===== config.mk =====
export PLATFORM = sky130hd
export DESIGN_NAME = ysyx_22041412_ifetch_queue
export DESIGN_NICKNAME = d
export VERILOG_FILES = /design/src/rtl/ysyx_22041412_ifq_pkg.sv /design/src/rtl/ysyx_22041412_sync_fifo.sv /design/src/rtl/ysyx_22041412_ifetch_queue.sv
export SDC_FILE = /design/constraint.sdc
export NUM_CORES = 1
export LEC_CHECK = 0
export CAP_MARGIN = 30
export CORE_ASPECT_RATIO = 1.1
export CORE_MARGIN = 5
export CORE_UTILIZATION = 35
export DETAILED_ROUTE_END_ITERATION = 7
export GPL_ROUTABILITY_DRIVEN = 0
export HOLD_SLACK_MARGIN = 0.02
export PLACE_DENSITY = 0.6
export SLEW_MARGIN = 20
export SYNTH_ARGS = -nofsm -noshare
export SYNTH_HDL_FRONTEND = slang
export SYNTH_SLANG_ARGS = --single-unit
export TNS_END_PERCENT = 20

===== constraint.sdc =====
create_clock -name clk -period 4.6 [get_ports clk]
set_clock_uncertainty 0.1 [all_clocks]
set_input_delay 0.92 -clock clk [delete_from_list [all_inputs] [get_ports clk]]
set_output_delay 0.92 -clock clk [all_outputs]
set_load 0.03 [all_outputs]

===== src/rtl/ysyx_22041412_ifq_pkg.sv =====
`default_nettype none
// ============================================================================
// Module      : ysyx_22041412_ifq_pkg
// Description : Shared types and constants for the instruction-fetch queue:
//               fetch FSM state encoding, read-request size code and the
//               instruction word width.
// Revision    : 1.0 - initial release
// ============================================================================
package ysyx_22041412_ifq_pkg;

    // Fetch sequencer states.
    //   IDLE : deciding whether a new fetch may be issued
    //   REQ  : read request presented, waiting for acceptance
    //   WAIT : request accepted, waiting for the read data
    //   DROP : a redirect made the outstanding read stale; swallow its data
    typedef enum logic [1:0] {
        IDLE = 2'd0,
        REQ  = 2'd1,
        WAIT = 2'd2,
        DROP = 2'd3
    } ifq_state_e;

    // Byte-lane size code for a 32-bit word read.
    localparam logic [7:0] REQ_SIZE = 8'b0000_1111;

    // Width of one instruction word.
    localparam int INST_W = 32;

    // The read port returns a 64-bit beat; address bit 2 selects the word.
    function automatic logic [INST_W-1:0] word_sel(input logic       sel_hi,
                                                   input logic [63:0] data);
        return sel_hi ? data[63:32] : data[31:0];
    endfunction

endpackage
`default_nettype wire


===== src/rtl/ysyx_22041412_sync_fifo.sv =====
`default_nettype none
// ============================================================================
// Module      : ysyx_22041412_sync_fifo
// Description : Single-clock FIFO with synchronous flush. Head data is
//               presented combinationally (first-word fall-through).
//               A push when full is accepted only if a pop happens in the
//               same cycle; a pop when empty is ignored. Flush wins over
//               push and pop.
// Ports       : clk, rst        - clock, synchronous active-high reset
//               i_push, i_wdata - write strobe and data
//               i_pop           - remove the head entry
//               i_flush         - empty the FIFO at the next edge
//               o_rdata         - head entry (undefined while empty)
//               o_count         - number of valid entries (0..DEPTH)
//               o_full, o_empty - occupancy flags
// Revision    : 1.0 - initial release
// ============================================================================
module ysyx_22041412_sync_fifo #(
    parameter  int WIDTH = 64,
    parameter  int DEPTH = 4,
    localparam int PTR_W = $clog2(DEPTH)
) (
    input  wire logic             clk,
    input  wire logic             rst,
    input  wire logic             i_push,
    input  wire logic [WIDTH-1:0] i_wdata,
    input  wire logic             i_pop,
    input  wire logic             i_flush,
    output logic      [WIDTH-1:0] o_rdata,
    output logic      [PTR_W:0]   o_count,
    output logic                  o_full,
    output logic                  o_empty
);

    localparam logic [PTR_W:0]   c_depth   = (PTR_W + 1)'(DEPTH);
    localparam logic [PTR_W:0]   c_cnt_one = (PTR_W + 1)'(1);
    localparam logic [PTR_W-1:0] c_ptr_one = PTR_W'(1);

    logic [WIDTH-1:0] r_mem [DEPTH];
    logic [PTR_W-1:0] r_wr_ptr;
    logic [PTR_W-1:0] r_rd_ptr;
    logic [PTR_W:0]   r_count;

    logic w_do_push;
    logic w_do_pop;

    assign o_count = r_count;
    assign o_full  = (r_count == c_depth);
    assign o_empty = (r_count == '0);
    assign o_rdata = r_mem[r_rd_ptr];

    assign w_do_pop  = i_pop && !o_empty;
    assign w_do_push = i_push && (!o_full || w_do_pop);

    // DEPTH is a power of two, so the pointers wrap naturally.
    always_ff @(posedge clk) begin
        if (rst || i_flush) begin
            r_wr_ptr <= '0;
            r_rd_ptr <= '0;
            r_count  <= '0;
        end else begin
            if (w_do_push) begin
                r_wr_ptr <= r_wr_ptr + c_ptr_one;
            end
            if (w_do_pop) begin
                r_rd_ptr <= r_rd_ptr + c_ptr_one;
            end
            if (w_do_push && !w_do_pop) begin
                r_count <= r_count + c_cnt_one;
            end else if (w_do_pop && !w_do_push) begin
                r_count <= r_count - c_cnt_one;
            end
        end
    end

    // Storage needs no reset: entries are only read when counted valid.
    always_ff @(posedge clk) begin
        if (w_do_push && !i_flush) begin
            r_mem[r_wr_ptr] <= i_wdata;
        end
    end

endmodule
`default_nettype wire


===== src/rtl/ysyx_22041412_ifetch_queue.sv =====
`default_nettype none
// ============================================================================
// Module      : ysyx_22041412_ifetch_queue
// Description : Instruction-fetch front end. Issues sequential word reads
//               (one outstanding at a time) and buffers {pc, inst} pairs in
//               a DEPTH-entry queue towards decode. A redirect flushes the
//               queue, restarts fetch at the new PC and discards the stale
//               in-flight response.
// Config      : YSYX_IFQ_BYPASS_EN - when defined, a response arriving while
//               the queue is empty is presented to decode in the same cycle
//               (and skips the queue if decode accepts it).
// Ports       : clk, rst                  - clock, synchronous active-high reset
//               redirect_i, redirect_pc_i - flush and restart fetch
//               inst_valid_o/inst_ready_i - decode handshake
//               inst_o, pc_o              - head instruction and its address
//               req_valid_o/req_ready_i   - read request handshake
//               req_addr_o, req_size_o    - read address and size code
//               resp_valid_i/resp_ready_o - read data handshake
//               resp_data_i               - 64-bit read data
// Revision    : 1.0 - initial release
// ============================================================================
module ysyx_22041412_ifetch_queue
    import ysyx_22041412_ifq_pkg::*;
#(
    parameter int                ADDR_W   = 32,
    parameter int                DEPTH    = 4,
    parameter logic [ADDR_W-1:0] RESET_PC = ADDR_W'(32'h8000_0000)
) (
    input  wire logic              clk,
    input  wire logic              rst,
    input  wire logic              redirect_i,
    input  wire logic [ADDR_W-1:0] redirect_pc_i,
    output logic                   inst_valid_o,
    input  wire logic              inst_ready_i,
    output logic      [31:0]       inst_o,
    output logic      [ADDR_W-1:0] pc_o,
    output logic                   req_valid_o,
    input  wire logic              req_ready_i,
    output logic      [ADDR_W-1:0] req_addr_o,
    output logic      [7:0]        req_size_o,
    input  wire logic              resp_valid_i,
    output logic                   resp_ready_o,
    input  wire logic [63:0]       resp_data_i
);

    localparam int                CNT_W       = $clog2(DEPTH) + 1;
    localparam int                ENT_W       = ADDR_W + INST_W;
    localparam logic [CNT_W:0]    c_depth_ext = (CNT_W + 1)'(DEPTH);
    localparam logic [ADDR_W-1:0] c_pc_step   = ADDR_W'(4);

    ifq_state_e        r_state;
    ifq_state_e        w_state_nxt;
    logic [ADDR_W-1:0] r_fetch_pc;
    logic [ADDR_W-1:0] w_fetch_pc_nxt;
    logic [ADDR_W-1:0] r_req_pc;
    logic [ADDR_W-1:0] w_req_pc_nxt;
    logic              r_drop_pend;
    logic              w_drop_pend_nxt;
    logic              r_req_valid;
    logic              r_resp_ready;

    logic              w_push;
    logic              w_pop;
    logic [ENT_W-1:0]  w_wdata;
    logic [ENT_W-1:0]  w_rdata;
    logic [CNT_W-1:0]  w_count;
    logic              w_full;
    logic              w_empty;

    logic              w_in_flight;
    logic [CNT_W:0]    w_occupancy;
    logic              w_credit;
    logic [INST_W-1:0] w_word;
    logic              w_resp_take;
    logic              w_bypass;
    logic              w_unused;

    // ------------------------------------------------------------------
    // Queue
    // ------------------------------------------------------------------
    ysyx_22041412_sync_fifo #(
        .WIDTH (ENT_W),
        .DEPTH (DEPTH)
    ) u_fifo (
        .clk     (clk),
        .rst     (rst),
        .i_push  (w_push),
        .i_wdata (w_wdata),
        .i_pop   (w_pop),
        .i_flush (redirect_i),
        .o_rdata (w_rdata),
        .o_count (w_count),
        .o_full  (w_full),
        .o_empty (w_empty)
    );

    // A slot is reserved for the outstanding read so the response can
    // always be pushed without checking for space.
    assign w_in_flight = (r_state == REQ) || (r_state == WAIT);
    assign w_occupancy = {1'b0, w_count} + {{CNT_W{1'b0}}, w_in_flight};
    assign w_credit    = (w_occupancy < c_depth_ext);

    assign w_word      = word_sel(r_req_pc[2], resp_data_i);
    assign w_wdata     = {r_req_pc, w_word};

    // A response arriving together with a redirect is already stale.
    assign w_resp_take = (r_state == WAIT) && resp_valid_i && !redirect_i;

`ifdef YSYX_IFQ_BYPASS_EN
    assign w_bypass = w_resp_take && w_empty;
    assign w_push   = w_resp_take && !(w_bypass && inst_ready_i);
`else
    assign w_bypass = 1'b0;
    assign w_push   = w_resp_take;
`endif

    // The flush on redirect makes a same-cycle pop meaningless; suppress it.
    assign w_pop = !w_empty && inst_ready_i && !redirect_i;

    // ------------------------------------------------------------------
    // Decode-side outputs (zero while nothing is valid)
    // ------------------------------------------------------------------
    always_comb begin
        inst_valid_o = !w_empty || w_bypass;
        pc_o         = '0;
        inst_o       = '0;
        if (!w_empty) begin
            {pc_o, inst_o} = w_rdata;
        end else if (w_bypass) begin
            pc_o   = r_req_pc;
            inst_o = w_word;
        end
    end

    assign req_valid_o  = r_req_valid;
    assign req_addr_o   = r_req_pc;
    assign req_size_o   = REQ_SIZE;
    assign resp_ready_o = r_resp_ready;

    // Word-aligned fetch ignores the low redirect bits; full is implied
    // by the credit check.
    assign w_unused = ^{redirect_pc_i[1:0], w_full};

    // ------------------------------------------------------------------
    // Fetch sequencer
    // ------------------------------------------------------------------
    always_comb begin
        w_state_nxt     = r_state;
        w_fetch_pc_nxt  = r_fetch_pc;
        w_req_pc_nxt    = r_req_pc;
        w_drop_pend_nxt = r_drop_pend;

        case (r_state)
            IDLE: begin
                if (w_credit && !redirect_i) begin
                    w_state_nxt  = REQ;
                    w_req_pc_nxt = r_fetch_pc;
                end
            end
            REQ: begin
                // The request cannot be retracted; a redirect seen while it
                // waits is remembered so its data is dropped later.
                if (req_ready_i) begin
                    w_drop_pend_nxt = 1'b0;
                    if (redirect_i || r_drop_pend) begin
                        w_state_nxt = DROP;
                    end else begin
                        w_state_nxt    = WAIT;
                        w_fetch_pc_nxt = r_fetch_pc + c_pc_step;
                    end
                end else if (redirect_i) begin
                    w_drop_pend_nxt = 1'b1;
                end
            end
            WAIT: begin
                if (resp_valid_i) begin
                    w_state_nxt = IDLE;
                end else if (redirect_i) begin
                    w_state_nxt = DROP;
                end
            end
            DROP: begin
                if (resp_valid_i) begin
                    w_state_nxt = IDLE;
                end
            end
            default: begin
                w_state_nxt = IDLE;
            end
        endcase

        if (redirect_i) begin
            w_fetch_pc_nxt = {redirect_pc_i[ADDR_W-1:2], 2'b00};
        end
    end

    always_ff @(posedge clk) begin
        if (rst) begin
            r_state      <= IDLE;
            r_fetch_pc   <= RESET_PC;
            r_req_pc     <= '0;
            r_drop_pend  <= 1'b0;
            r_req_valid  <= 1'b0;
            r_resp_ready <= 1'b0;
        end else begin
            r_state      <= w_state_nxt;
            r_fetch_pc   <= w_fetch_pc_nxt;
            r_req_pc     <= w_req_pc_nxt;
            r_drop_pend  <= w_drop_pend_nxt;
            r_req_valid  <= (w_state_nxt == REQ);
            r_resp_ready <= (w_state_nxt == WAIT) || (w_state_nxt == DROP);
        end
    end

endmodule
`default_nettype wire


==> metrics.txt <==
die area 0.0427 mm²; Tot Pwr 6.37 mW; fin. max-slew vios 0; P_sw approximately 1.4 mW; worst vdd ir 0.173 mV; first-pass GRT wire length between 40 and 50 mm; Final Util 0.442; layout cell share with drive strength beyond 1 0.164; starting density of the core 0.354; Final Cycle Share 0.816; Max Root-Sink Buffers 3; Post-Synthesis Cells 901; DP Worst Slack 1.17 ns; CP endpoint kind primary output; M1 WL 13.2 mm; Startpoint Class flip-flop; HPWL after detailed placement 19.5 mm; most common flop cell mapped by yosys edfxtp_1; Sw Share 0.222; met2 wire len roughly 15 mm; Slew @ Worst Pin 0.638 ns; pin count of the biggest net entering global routing 63; Clk pwr share 0.410; power density cells ~380 mW/mm²; Pre-antenna DRT Iters 4; Post-synth ARST share 0; Post-Synth XOR/XNOR Area 0.00776; critical path peak fanout 31; number of synthesized flops with an enable pin 248; ant diodes 0; Reg power frac 0.511; relative slew slack 0.574; wire length per cell 19.0 µm; Die Y-Extent 216 µm; largest family of logic cells by synthesized area multiplexers; simple-gate portion of the synthesized area 0.0960; I/O pin cnt 209; core area 0.0382 mm²; Int Power 4.95 mW; setup TNS 0 ns; Seq/Total Area, Yosys 0.658; CTS tree built; Seq cells post-synth 321; initial antenna violation count 0; Leakage Power 5.41 nW; DR top layer met4; outcome complete, no violations; CTS root buffer clkbuf_16; DRT antenna net count 0; RSZ-0062 raised after global routing false; Global Route Usage Sum 0.139; Cell Rows 75; Comb pwr share 0.079; Avg Cell Area, Syn 15.0 µm²; Clock Sinks 321; fillers 3410; Port Buffers 194; Worst-Skew Late Latency 0.50 ns; Compound-Gate Fraction of Synth Area 0.0495; Iter 0 DRT Violations 416; min-delay worst type reg2reg; GRT Residual Overflow 0; max_cap viols 0; met3 wire len 1.60 mm; hold path start r_fetch_pc[31]; via count of the first global-routing pass roughly 7.9k; via count 7857; adder-cell share of the synthesized area 0.0116; Critical Path AT 2.73 ns; most frequent cells in the layout edfxtp_1 (248), clkdlybuf4s50_1 (193), nand2_1 (75), dfxtp_1 (70), and2_1 (65); DRC 0; Post-Syn Area 0.0135 mm²; Max Freq 266 MHz; Num CTS Buffers 34; Post-CTS Resized 0; CP Class reg2out; hold buffers post-CTS 0; Worst EP required 3.58 ns; commonest non-fill, non-tap cell in the layout edfxtp_1; vias per cell 4.95; Worst-path clk slew 0.06 ns; die width 198 µm; H-tree depth 2; Post CTS Setup Buffer Count 0; PnR worst setup slack approximately 0.85 ns; final layout net count 1178; reg2reg start r_state[1]; synth unique cells 52; Routed WL about 30 mm; post-route minimum period 3.75 ns; post-synthesis mux area share 0.133; yosys warns 0; final hold violations 0; Syn-to-layout area delta 24.6%; setup violators final 0
[area by class of cell]
type,count,area [µm²],area share
clock buffers,41,918,0.0544
clock inverters,18,146,0.00868
inverters,14,52.6,0.00311
multi-input cells,481,4090,0.242
flip-flops and latches,321,8920,0.529
well taps,500,626,0.0371
repair buffers,212,2120,0.126
[through the flow]
stage          hold WS, ns  std cells  area [µm²]
3_5_place_dp         0.372       1528       15800
2_1_floorplan        0.341        911       13600
4_1_cts              0.378       1587       16900
5_1_grt              0.403       1587       16900
6_report             0.380       1587       16900
3_3_place_gp         0.367       1526       15800
[metal layers]
| metal | vias to the layer above | GRT usage |
|---|---|---|
| met1 | 3905 | 0.188 |
| met4 | 0 | 0.0312 |
| met2 | 190 | 0.231 |
| met5 | - | 0 |
| li1 | 3721 | - |
| met3 | 41 | 0.0275 |
[cell usage after synthesis, drive strengths merged (13+ instances only)]
cell type	count	area [µm²]
edfxtp	248	7450
nand2	75	282
dfxtp	73	1460
nand3	13	65.1
clkbuf	43	161
a311oi	17	149
nor2	35	131
mux2	33	372
a21oi	36	180
buf	52	377
inv	14	52.6
and2	69	432
o21ai	13	65.1
mux4	62	1400
[cells by family (layout without fill, tap and decap cells)]
family	Yosys count	in the layout
DFF	321	321
and+or+nand+nor	246	246
buffers and inverters	109	285
AOI/OAI and AO/OA	101	101
muxes	98	98
adders and majority gates	12	12
xor gates and xnor gates	12	12
other	2	12
[power by group through the flow]
stage                     Combinational [mW]  Sequential [mW]  Clock [mW]
after floorplan                        0.314             3.29           0
after global placement                 0.495             3.31           0
final                                  0.503             3.25        2.61
after CTS                              0.512             3.25        2.69
after detailed placement               0.510             3.31           0
after global routing                   0.549             3.26        2.80
[registers in the layout (all words and copies together), names as in the netlist, named ones only]
register and flops:
u_fifo.r_mem 248, u_fifo.r_wr_ptr 2, req_valid_o 1, r_state 2
req_addr_o 30, r_fetch_pc 30, u_fifo.r_rd_ptr 2, r_drop_pend 1
u_fifo.o_count 3
[final timing paths]
path	end	slack (ns)	depth (start not counted)
hold / removal	req_addr_o[31]	0.38	2
setup reg to reg	r_fetch_pc[27]	1.94	6
setup / recovery	pc_o[27]	0.85	4
hold reg to reg	req_addr_o[31]	0.38	2
[critical path, cell delays in order (launching register included)]
cell             delay (ns)
dfxtp_4                0.67
buf_4                  0.38
mux4_2                 0.38
and2_1                 0.18
clkdlybuf4s50_1        0.59
No activity file was read; power rests on OpenSTA's default activity.
